## src/rtl/rs_issue_queue.sv

```systemverilog
// rtl/rs_issue_queue.sv - in-order reservation-station queue with CDB snooping and ID pool
// Optional flush port enabled by defining RS_QUEUE_FLUSH_EN.
module rs_issue_queue #(
  parameter int DEPTH   = 4,
  parameter int DATA_W  = 32,
  parameter int TAG_W   = 4,
  parameter int OP_W    = 2,
  parameter int ID_BASE = 1,
  localparam int CW     = $clog2(DEPTH + 1)
) (
  input  logic              clk,
  input  logic              nRST,
`ifdef RS_QUEUE_FLUSH_EN
  input  logic              flush,
`endif
  input  logic              enq_valid,
  output logic              enq_ready,
  input  logic [OP_W-1:0]   enq_op,
  input  logic [DATA_W-1:0] enq_a_data,
  input  logic [DATA_W-1:0] enq_b_data,
  input  logic [TAG_W-1:0]  enq_a_tag,
  input  logic [TAG_W-1:0]  enq_b_tag,
  output logic [TAG_W-1:0]  enq_id,
  input  logic              bc_valid,
  input  logic [TAG_W-1:0]  bc_tag,
  input  logic [DATA_W-1:0] bc_data,
  output logic              iss_valid,
  input  logic              iss_ready,
  output logic [OP_W-1:0]   iss_op,
  output logic [DATA_W-1:0] iss_a,
  output logic [DATA_W-1:0] iss_b,
  output logic [TAG_W-1:0]  iss_id,
  output logic [CW-1:0]     count,
  output logic              full,
  output logic              empty
);

  logic [OP_W-1:0]   e_op [DEPTH];
  logic [TAG_W-1:0]  e_at [DEPTH];
  logic [TAG_W-1:0]  e_bt [DEPTH];
  logic [TAG_W-1:0]  e_id [DEPTH];
  logic [DATA_W-1:0] e_ad [DEPTH];
  logic [DATA_W-1:0] e_bd [DEPTH];
  logic [DEPTH-1:0]  id_free;
  logic [CW-1:0]     cnt;

  logic              flush_w, bc_hit, pop, push;
  logic [CW-1:0]     wr_idx;
  logic [TAG_W-1:0]  free_id;
  logic [TAG_W-1:0]  n_at, n_bt;
  logic [DATA_W-1:0] n_ad, n_bd;
  logic [TAG_W-1:0]  s_at [DEPTH];
  logic [TAG_W-1:0]  s_bt [DEPTH];
  logic [DATA_W-1:0] s_ad [DEPTH];
  logic [DATA_W-1:0] s_bd [DEPTH];
  logic [OP_W-1:0]   x_op [DEPTH];
  logic [TAG_W-1:0]  x_at [DEPTH];
  logic [TAG_W-1:0]  x_bt [DEPTH];
  logic [TAG_W-1:0]  x_id [DEPTH];
  logic [DATA_W-1:0] x_ad [DEPTH];
  logic [DATA_W-1:0] x_bd [DEPTH];

`ifdef RS_QUEUE_FLUSH_EN
  assign flush_w = flush;
`else
  assign flush_w = 1'b0;
`endif

  function automatic int nxt(input int i);
    return (i < DEPTH - 1) ? i + 1 : i;
  endfunction

  assign empty     = (cnt == '0);
  assign full      = (cnt == CW'(DEPTH));
  assign count     = cnt;
  // iss_valid looks only at stored tags so a broadcast cannot raise it combinationally
  assign iss_valid = !empty && (e_at[0] == '0) && (e_bt[0] == '0) && !flush_w;
  assign pop       = iss_valid && iss_ready;
  assign enq_ready = (!full || pop) && !flush_w;
  assign push      = enq_valid && enq_ready;
  assign wr_idx    = cnt - CW'(pop);
  assign bc_hit    = bc_valid && (bc_tag != '0);

  assign iss_op = empty ? '0 : e_op[0];
  assign iss_a  = empty ? '0 : e_ad[0];
  assign iss_b  = empty ? '0 : e_bd[0];
  assign iss_id = empty ? '0 : e_id[0];

  assign n_at = (bc_hit && enq_a_tag == bc_tag) ? '0 : enq_a_tag;
  assign n_ad = (bc_hit && enq_a_tag == bc_tag) ? bc_data : enq_a_data;
  assign n_bt = (bc_hit && enq_b_tag == bc_tag) ? '0 : enq_b_tag;
  assign n_bd = (bc_hit && enq_b_tag == bc_tag) ? bc_data : enq_b_data;

  // Snoop every stored operand, then select the shifted or held view
  always_comb begin
    for (int i = 0; i < DEPTH; i++) begin
      s_at[i] = (bc_hit && e_at[i] == bc_tag) ? '0 : e_at[i];
      s_ad[i] = (bc_hit && e_at[i] == bc_tag) ? bc_data : e_ad[i];
      s_bt[i] = (bc_hit && e_bt[i] == bc_tag) ? '0 : e_bt[i];
      s_bd[i] = (bc_hit && e_bt[i] == bc_tag) ? bc_data : e_bd[i];
    end
    for (int i = 0; i < DEPTH; i++) begin
      x_op[i] = pop ? e_op[nxt(i)] : e_op[i];
      x_at[i] = pop ? s_at[nxt(i)] : s_at[i];
      x_ad[i] = pop ? s_ad[nxt(i)] : s_ad[i];
      x_bt[i] = pop ? s_bt[nxt(i)] : s_bt[i];
      x_bd[i] = pop ? s_bd[nxt(i)] : s_bd[i];
      x_id[i] = pop ? e_id[nxt(i)] : e_id[i];
    end
  end

  always_comb begin
    free_id = TAG_W'(ID_BASE);
    for (int j = DEPTH - 1; j >= 0; j--) begin
      if (id_free[j]) free_id = TAG_W'(ID_BASE + j);
    end
  end

  assign enq_id = (full && pop) ? e_id[0] : free_id;

  always_ff @(posedge clk or negedge nRST) begin
    if (!nRST) begin
      for (int i = 0; i < DEPTH; i++) begin
        e_op[i] <= '0; e_at[i] <= '0; e_bt[i] <= '0;
        e_ad[i] <= '0; e_bd[i] <= '0; e_id[i] <= '0;
      end
      id_free <= '1;
      cnt     <= '0;
    end else if (flush_w) begin
      for (int i = 0; i < DEPTH; i++) begin
        e_op[i] <= '0; e_at[i] <= '0; e_bt[i] <= '0;
        e_ad[i] <= '0; e_bd[i] <= '0; e_id[i] <= '0;
      end
      id_free <= '1;
      cnt     <= '0;
    end else begin
      for (int i = 0; i < DEPTH; i++) begin
        if (push && wr_idx == CW'(i)) begin
          e_op[i] <= enq_op; e_at[i] <= n_at; e_ad[i] <= n_ad;
          e_bt[i] <= n_bt;   e_bd[i] <= n_bd; e_id[i] <= enq_id;
        end else begin
          e_op[i] <= x_op[i]; e_at[i] <= x_at[i]; e_ad[i] <= x_ad[i];
          e_bt[i] <= x_bt[i]; e_bd[i] <= x_bd[i]; e_id[i] <= x_id[i];
        end
      end
      // A claim wins over a release so a full-queue reuse keeps its ID allocated
      for (int j = 0; j < DEPTH; j++) begin
        if (push && enq_id == TAG_W'(ID_BASE + j))
          id_free[j] <= 1'b0;
        else if (pop && e_id[0] == TAG_W'(ID_BASE + j))
          id_free[j] <= 1'b1;
      end
      cnt <= cnt + CW'(push) - CW'(pop);
    end
  end

endmodule

```

## config.mk

```make
export PLATFORM = sky130hd
export DESIGN_NAME = rs_issue_queue
export DESIGN_NICKNAME = d
export VERILOG_FILES = /design/src/rtl/rs_issue_queue.sv
export SDC_FILE = /design/constraint.sdc
export NUM_CORES = 1
export LEC_CHECK = 0
export ABC_CLOCK_PERIOD_IN_PS = 3550
export CAP_MARGIN = 15
export CORE_UTILIZATION = 52
export DETAILED_ROUTE_END_ITERATION = 12
export GPL_TIMING_DRIVEN = 0
export PLACE_DENSITY = 0.77
export SYNTH_ARGS = -nofsm -noshare
export SYNTH_HDL_FRONTEND = slang
export SYNTH_SLANG_ARGS = --single-unit
```

## constraint.sdc

```tcl
create_clock -name clk -period 3.55 [get_ports clk]
set_input_delay 0.8875 -clock clk [delete_from_list [all_inputs] [get_ports clk]]
set_output_delay 0.8875 -clock clk [all_outputs]
set_load 0.005 [all_outputs]
```

Word-level counts from Yosys, hierarchy flattened
Cells that the tools add are included.

word-level totals
  register bits = 319
  memory bits (read-only) = 0
  memories = 0
  output and inout bits = 81
  RAM bits = 0
  latch bits = 0

cells by class
  bitwise operators = 0
  mux-type cells = 77
  eq/ne operators = 22
  order comparisons = 0
  add/sub/neg operators = 3
  shift operators = 0
  div/mod/pow operators = 0
  reduce and logical (&&, ||, !) cells = 45
  $mul = 0

operators with widths
  kind                                                  number
  2-to-1 mux 32 bit                                     26
  2-to-1 mux 4 bit                                      35
  equality test 4 bit                                   10
  logical AND 1 bit                                     28
  equality test 4 x 2 -> 1 bit (second input constant)  4
  2-to-1 mux 2 bit                                      7
  nonzero test 2 bit                                    7
  equality test 4 x 1 -> 1 bit (second input constant)  2
  equality test 4 x 3 -> 1 bit (second input constant)  2
  zero test 4 bit                                       2
  2-to-1 mux 1 bit                                      8
  equality test 3 x 2 -> 1 bit (second input constant)  2
  zero test 3 bit                                       2
  nonzero test 3 bit                                    2
  subtractor 3 x 1 -> 3 bit                             2
  nonzero test 4 bit                                    1
  adder 3 x 1 -> 3 bit                                  1
  equality test 3 x 1 -> 1 bit (second input constant)  1
  equality test 3 bit (second input constant)           1
  2-to-1 mux 3 bit                                      1
  zero test 1 bit                                       2
  logical OR 1 bit                                      1

Depth between registers and ports, before layout
Gate-level depths: netlist (run 1).

  depth in word-level cells = 10
  mapped depth = 18
  mapped depth without buffers = 11

Least setup slack after synthesis (run 1)
Ideal clock, no wire load.

  path kind = register -> register
  start point = register cnt[1], in the netlist count[1]
  end point = register e_bd[29] (netlist name)
  setup slack = -149 ps
  required time = 3,424 ps
  arrival = 3,573 ps
  buffers on the path = 5
  stages on the path, launching flop included = 17
  cells stage by stage = dfrtp_1 > or3_1 > buf_2 > nand4_4 > inv_2 > buf_4 > buf_2 > buf_2 > ha_1 > ha_1 > xnor2_1 > nand2_1 > a2111oi_4 > buf_2 > mux2i_1 > nor2b_1 > a221o_1

on the way
  cells in the longest elaborated chain, start to end = 9

ends and longest elaborated chain
  element                                                                   RTL line  text
  start: declaration                                                        45        logic [CW-1:0] cnt;
  start signal: assignment                                                  153       cnt <= cnt + CW'(push) - CW'(pop);
  zero test 3 bit                                                           73        assign empty = (cnt == '0);
  zero test 1 bit                                                           77        assign iss_valid = !empty && (e_at[0] == '0) && (e_bt[0] == '0) && !flush_w;
  logical AND 1 bit (2 in series)                                           77
  logical AND 1 bit                                                         78        assign pop = iss_valid && iss_ready;
  subtractor 3 x 1 -> 3 bit / logical OR 1 bit (equally long branches)      81, 79
  equality test 3 x 2 -> 1 bit / logical AND 1 bit (equally long branches)  138, 80
  logical AND 1 bit *                                                       138       if (push && wr_idx == CW'(i)) begin
  2-to-1 mux 32 bit *                                                       138
  end signal: indexed assignment                                            140       e_bt[i] <= n_bt; e_bd[i] <= n_bd; e_id[i] <= enq_id;
  end signal: indexed assignment                                            143       e_bt[i] <= x_bt[i]; e_bd[i] <= x_bd[i]; e_id[i] <= x_id[i];
  end: declaration                                                          43        logic [DATA_W-1:0] e_bd [DEPTH];

Every way passes the cells marked *; elsewhere a longest branch is shown, timed or not.
A chain may end at the register's enable or synchronous reset.

Final worst setup path (run 1)
  start point = register cnt[2], in the netlist count[2]
  end point = output iss_b[2]

on the way
  cells in the longest elaborated chain, start to end = 2

ends and longest elaborated chain
  element            RTL line  text
  zero test 3 bit    73
  2-to-1 mux 32 bit  86        assign iss_b = empty ? '0 : e_bd[0];
  end: declaration   31        output logic [DATA_W-1:0] iss_b,

Every way passes these cells.

==> results of run 1 <==
## state kept, by name, indices dropped and copies added, names as in the netlist
name,flops
e_id,16
e_bt,16
e_bd,128
e_op,8
e_at,16
count,3
e_ad,128
id_free,4
## layout make-up
cell class	count	area, µm²
antenna	1	2.50
buffer	194	1160
tap	448	561
clock inverter	10	175
multi-input combinational	1319	8820
inverter	19	83.8
fill	2710	11800
timing repair buffer	192	1940
sequential	319	7990
clock buffer	52	1010
## worst min-delay path by stage
stage                                    from                    end  slack [ns]  cells past startpoint
after detailed placement  e_id[2]$_DFFE_PN0P_    e_id[2]$_DFFE_PN0P_        0.47                      2
final                                    nRST  e_ad[122]$_DFFE_PN0P_        0.45                      1
after global placement    e_op[1]$_DFFE_PN0P_    e_op[1]$_DFFE_PN0P_        0.46                      2
after global routing      e_id[3]$_DFFE_PN0P_    e_id[3]$_DFFE_PN0P_        0.50                      2
after floorplan           e_op[0]$_DFFE_PN0P_    e_op[0]$_DFFE_PN0P_        0.44                      2
after CTS                 e_id[2]$_DFFE_PN0P_    e_id[2]$_DFFE_PN0P_        0.48                      2
## power groups by stage
| stage | Clock, W | Combinational [W] | Sequential, W |
|---|---|---|---|
| final | 0.00390 | 0.00855 | 0.00669 |
| after global routing | 0.00401 | 0.00927 | 0.00685 |
| after CTS | 0.00389 | 0.00830 | 0.00662 |
| after detailed placement | 0 | 0.00788 | 0.00668 |
| after global placement | 0 | 0.00761 | 0.00665 |
| after floorplan | 0 | 0.00508 | 0.00630 |
## per-stage QoR
stage | cells | power, W | setup WS (ns) | TNS, ns
final | 2554 | 0.0191 | 0.0321 | 0
after CTS | 2548 | 0.0188 | 0.00458 | 0
after detailed placement | 2470 | 0.0146 | -1.68 | -454.60
after global routing | 2553 | 0.0201 | -0.0859 | -0.225
after global placement | 2468 | 0.0143 | -12.50 | -4400.60
after floorplan | 1857 | 0.0114 | 0.0238 | 0
## repair_timing
item                       in CTS  in global routing
setup endpoints to repair     363                256
setup buffers                  18                  8
gates resized for setup        97                 48
cloned                          1                  0
pin swaps                       6                  2
## cells by family after synthesis
group	share of synthesized area, %
buffers and inverters	5.56
AOI/OAI and AO/OA	22.0
and+or+nand+nor	12.5
DFF	45.1
muxes	12.3
adders and majority gates	0.396
xor gates and xnor gates	2.13
## layer usage
layer | vias up | global-route usage (%) | share of wire, %
met5 | - | 0 | 0.020
met4 | 2 | 19.9 | 6.0
met3 | 238 | 7.58 | 10
met2 | 1127 | 55.4 | 45
met1 | 8287 | 47.7 | 39
li1 | 7235 | - | -
## critical path: cells and delay by family, from the launching register on
kind | cells | cell delay, ns
simple gates | 2 | 0.74
buf+inv | 3 | 0.96
flops | 1 | 0.40
## Yosys cell counts, drive strengths merged
library cell / instances
o22ai: 69
buf: 102
mux2i: 144
fa: 1
inv: 18
o31ai: 2
dfrtp: 315
o41ai: 1
a41oi: 2
or3b: 1
a31oi: 7
nor3b: 2
and2: 71
a2111oi: 1
nand2: 238
xor2: 4
xnor2: 39
and3: 3
clkbuf: 98
a31o: 3
nor4b: 1
o221ai: 67
nand3b: 8
nand2b: 2
clkinv: 1
a21oi: 83
ha: 4
o32a: 65
or3: 66
nor4: 3
nand3: 8
mux2: 65
o21bai: 1
a221o: 2
o21ai: 288
nor3: 6
nor2: 29
a221oi: 16
a21o: 5
dfstp: 4
nor2b: 4
o21a: 1
nand4: 7
==> metrics.md, run 1 <==
| Metric | Value |
|---|---|
| Outcome | `finished, final reports clean` |
| Worst-margin pin slew | `roughly 0.95 ns` |
| Worst path slowest cell | `clkdlybuf4s50_1` |
| Commonest non-fill, non-tap cell in the layout | `dfrtp_1` |
| Synth Register Bits | `~320` |
| Core area | `around 34000 µm²` |
| Routability congestion estimate | `around 0.93` |
| CTS Buffer Depth | `3` |
| Syn-to-layout area delta | `22.8%` |
| Clock H-tree levels | `2` |
| Synth top area share | `around 45%` |
| Worst hold-check path type | `in2async` |
| Most frequent cells in the layout | `311 x dfrtp_1, 236 x nand2_1, 208 x o21ai_0` |
| CP endpoint kind | `output port` |
| Setup crit start | `count[2]$_DFF_PN0_` |
| DRC viols | `0` |
| Reg power frac | `a little over a third` |
| Clock Power Share | `20.4%` |
| # nets final | `roughly 2200` |
| Crit Path Category | `reg2out` |
| Final setup viols | `0` |
| First drt pass iteration count | `5` |
| CTS Root Cell | `clkbuf_16` |
| TritonCTS clock tree | `done` |
| CP Capture Point | `iss_b[2]` |
| Sw Ratio | `a little under two fifths` |
| WL final | `around 64000 µm` |
| CTS Buf Count | `36` |
| P per Cell Area | `just under 900 nW/µm²` |
| DP Wirelength | `roughly 44000 µm` |
| Critical path peak fanout | `10` |
| Reg-to-Reg End | `e_ad[98]$_DFFE_PN0P_` |
| GR Util All Layers | `a little over a third` |
| Final period util | `between 90% and 100%` |
| Final Util | `between 60% and 70%` |
| Hold_ws | `about 0.45 ns` |
| Final Slew Violations | `0` |
| VDD IR max | `around 0.48 mV` |
| Main area contributors after synthesis | `dfrtp_1 45%, mux2i_1 8.1%, o21ai_0 5.9%` |
| CP max stage delay | `approximately 0.46 ns` |
| Ports | `roughly 200` |
| First-pass GRT wire length | `98000 µm` |
| Via Count | `between 15000 and 20000` |
| Finished Cell Area | `between 20000 and 25000 µm²` |
| Largest net degree at the start of global routing | `115` |
| Relative slew slack | `a little under two fifths` |
| Sequential fraction of the synthesis area | `between 40% and 50%` |
| Final hold vios | `0` |
| Via-per-instance ratio | `between 6 and 7` |
| Remaining Overflow, GRT | `0` |
| # rows | `67` |
| Initial Util | `roughly 53%` |
| Synth unique cells | `54` |
| Arr. time, crit path | `around 2.6 ns` |
| FF-to-FF path depth | `14` |
| Post-DP Area | `20000 µm²` |
| Fmax | `roughly 280 MHz` |
| CTS clock-pin slew for the worst setup and hold paths | `around 0.060 ns` |
| Initial DRC Count | `~2000` |
| Share of layout cells above drive strength 1 | `between 10% and 20%` |
| Setup crit start kind | `flip-flop` |
| Clock Latency Late Sink | `0.53 ns` |
| Die extent in x | `roughly 190 µm` |
| Cell Int Power | `around 0.012 W` |
| Leading area contributor after synthesis | `dfrtp_1` |
| Synth Cell Area | `roughly 18000 µm²` |
| Reg-to-reg slack, setup | `about 0.05 ns` |
| Initial antenna violation count | `3` |
| Critical Path RT | `2.66 ns` |
| Yosys Warn Count | `0` |
| CP Cell Sequence | `or3_4, buf_12, clkbuf_1, and2_1, clkdlybuf4s50_1` |
| Final ANT Viol Nets | `0` |
| Clk_skew | `between 0.01 and 0.015 ns` |
| Clk sinks | `between 300 and 400` |
| Worst reg2reg path startpoint | `count[2]$_DFF_PN0_` |
| P_sw | `0.00705 W` |
| Combinational power share | `roughly 45%` |
| Min Tclk post-route | `between 3 and 4 ns` |
| Number of max-cap violations | `0` |
| Post-Synthesis Cells | `1857` |
| DIE HEIGHT | `around 190 µm` |
| Overall die area | `around 35000 µm²` |
| Number of global-route vias before repair | `between 15000 and 20000` |
| # port buffers | `between 150 and 200` |
| Post-CTS Hold Buffers | `0` |
| Static leakage | `a little under 9 nW` |
| Wire length per cell | `approximately 25 µm` |
| Syn_nets | `roughly 2000` |
| Avg Cell Area, Syn | `approximately 9.5 µm²` |
(Power assumes the default switching activity.)
==> inputs of run 2 (changes only) <==
- REMOVE_ABC_BUFFERS: default -> 1
==> metrics.md, run 2 (synthesized netlist as in run 1, its figures left out) <==
| Metric | Value |
|---|---|
| Outcome | `finished, final reports clean` |
| CP Cell Sequence | `or3_4, nand4_4, buf_12, inv_12, buf_16, ha_1, ha_2, xnor2_4, nand2_1, a21o_4, nor3b_4, buf_8, buf_16, buf_8, o21ai_0` |
| Largest regs | `e_ad (128), e_bd (128)` |
| Share of layout cells above drive strength 1 | `14.3% (-0.089 points)` |
| Critical path's top delay family | `simple AND/OR/NAND/NOR gates` |
| Via Count | `16700 (-1.2%)` |
| Storage element area | `7990 µm² (about the same)` |
| DIE HEIGHT | `186 µm (unchanged)` |
| CP max stage delay | `0.48 ns (+0.02 ns)` |
| Fin Setup TNS | `0 ns (unchanged)` |
| Number of global-route vias before repair | `16900 (+0.83%)` |
| Worst-margin pin slew | `1.04 ns (+0.0943 ns)` |
| Layout fillers | `2427 (-10%)` |
| Overall die area | `34800 µm² (unchanged)` |
| Largest net degree at the start of global routing | `103 (-10%)` |
| Crit Path Category | `reg2reg` |
| Commonest non-fill, non-tap cell in the layout | `dfrtp_1` |
| P per Cell Area | `875 nW/µm² (-0.65%)` |
| Critical path peak fanout | `24 (+14)` |
| WL final | `63400 µm (-0.48%)` |
| Worst path slowest cell | `dfrtp_2` |
| Syn-to-layout area delta | `27.3%` |
| Static leakage | `8.84 nW (+1.6%)` |
| Ports | `196 (unchanged)` |
| Final setup viols | `0 (unchanged)` |
| Remaining Overflow, GRT | `0 (unchanged)` |
| TritonCTS clock tree | `done` |
| Critical Path RT | `3.93 ns (+1.27 ns)` |
| Clk_skew | `0.0126 ns (-0.00177 ns)` |
| Final ANT Viol Nets | `0 (unchanged)` |
| DRC viols | `0 (unchanged)` |
| First-pass GRT wire length | `97700 µm (-0.28%)` |
| Final Non-Filler Cells | `2476 (-3.1%)` |
| Routability congestion estimate | `0.854 (-8.3%)` |
| Placed insts | `2351 (-4.8%)` |
| # rows | `67 (unchanged)` |
| Clock H-tree levels | `2 (unchanged)` |
| Worst hold-check path type | `in2async` |
| Final hold vios | `0 (unchanged)` |
| Multi-input combinational cell area | `9090 µm² (+3.1%)` |
| CP endpoint kind | `flip-flop` |
| VDD IR max | `0.438 mV (-9.6%)` |
| Core area | `33500 µm² (unchanged)` |
| Initial antenna violation count | `1 (-2)` |
| Wire length per cell | `25.6 µm (+2.7%)` |
| Worst Path Buf+Inv | `6 (+3)` |
| CTS Buffer Depth | `3 (unchanged)` |
| Number of max-cap violations | `0 (unchanged)` |
| Setup crit start kind | `flip-flop` |
| First drt pass iteration count | `6 (+1)` |
| Die extent in x | `186 µm (unchanged)` |
| # nets final | `2121 (-3.6%)` |
| GR Util All Layers | `35.7% (-0.30 points)` |
| Most frequent cells in the layout | `310 x dfrtp_1, 235 x nand2_1, 208 x o21ai_0` |
| Min Tclk post-route | `3.51 ns (-0.0126 ns)` |
| CTS Buf Count | `35 (-2.8%)` |
| # port buffers | `195 (+20%)` |
| Initial Util | `52.8% (unchanged)` |
| DP Wirelength | `35300 µm (-19%)` |
| Final period util | `98.7% (-0.36 points)` |
| Arr. time, crit path | `3.88 ns (+1.25 ns)` |
| Final Slew Violations | `0 (unchanged)` |
| Fmax | `285 MHz (+0.36%)` |
| Via-per-instance ratio | `6.74 (+1.9%)` |
| CTS Root Cell | `clkbuf_16` |
| Relative slew slack | `29.9% (-6.8 points)` |
| Clock Latency Late Sink | `0.53 ns (about the same)` |
| Clk sinks | `319 (unchanged)` |
| Initial DRC Count | `1787 (-13%)` |
| CTS clock-pin slew for the worst setup and hold paths | `0.07 ns (about the same)` |
[run 2: cell count changes in the layout (fill, tap and decap cells not counted), moves of 7 or more]
cell / before / now
buf_4: 39 / 32
buf_8: 7 / 14
buf_12: 9 / 24
buf_16: 2 / 18
buf_2: 60 / 0
clkdlybuf4s50_1: 161 / 186
clkbuf_2: 10 / 1
clkbuf_1: 85 / 10
clkbuf_4: 9 / 0
[run 2: power by group]
group / total [W] / leakage, nW / switching, W / internal (W)
clock network: 0.00385 / 0.591 / 0.00153 / 0.00233
registers: 0.00669 / 3.82 / 0.00118 / 0.00551
logic: 0.00916 / 4.42 / 0.00463 / 0.00453
[run 2: layout make-up]
type,count,area share [%]
Tap cell,448,2.49
Timing Repair inverter,2,0.0778
Clock buffer,53,4.64
Inverter,19,0.378
Antenna cell,1,0.0111
Sequential cell,319,35.5
Multi-Input combinational cell,1329,40.4
Timing Repair Buffer,295,15.9
Clock inverter,10,0.667
[run 2: path summary, 6_finish.rpt]
kind	to	from	slack, ns	cells after the start
max	e_ad[66]$_DFF_PN0_	count[0]$_DFF_PN0_	0.04	15
min	e_at[13]$_DFFE_PN0P_	nRST	0.29	1
max reg2reg	e_ad[66]$_DFF_PN0_	count[0]$_DFF_PN0_	0.04	15
min reg2reg	e_op[1]$_DFFE_PN0P_	e_op[1]$_DFFE_PN0P_	0.49	2
max in group asynchronous	e_bd[123]$_DFFE_PN0P_	nRST	1.92	3
min in group clk	e_op[1]$_DFFE_PN0P_	e_op[1]$_DFFE_PN0P_	0.49	2
[run 2: through the flow]
step / setup WS, ns / area, µm² / utilization (%) / total power, W / hold slack [ns]
2_1_floorplan: -5.81 / 16800 / - / 0.0112 / 0.445
3_3_place_gp: -12.28 / 19300 / 57.5 / 0.0141 / 0.459
3_5_place_dp: -2.27 / 20500 / 61.1 / 0.0148 / 0.466
4_1_cts: 0.0235 / 22400 / 66.8 / 0.0193 / 0.317
5_1_grt: -0.0268 / 22500 / 67.2 / 0.0207 / 0.325
6_report: 0.0448 / 22500 / 67.2 / 0.0197 / 0.289
[run 2: layer usage]
metal	share of wire (%)	wire length [µm]	GRT usage, %	vias up
met5	0	0	0	-
met4	5.4	3390	18.5	0
met3	12	7320	8.46	287
met2	44	28200	54.4	1190
met1	39	24500	47.6	8111
li1	-	-	-	7093
[run 2: timing repair]
action | CTS | global route
hold endpoints to repair | 0 | 0
endpoints found under the setup margin | 362 | 163
pin swaps | 11 | 3
setup buffers | 38 | 7
hold buffers | 0 | 0
resized for setup | 38 | 17
cloned | 14 | 2
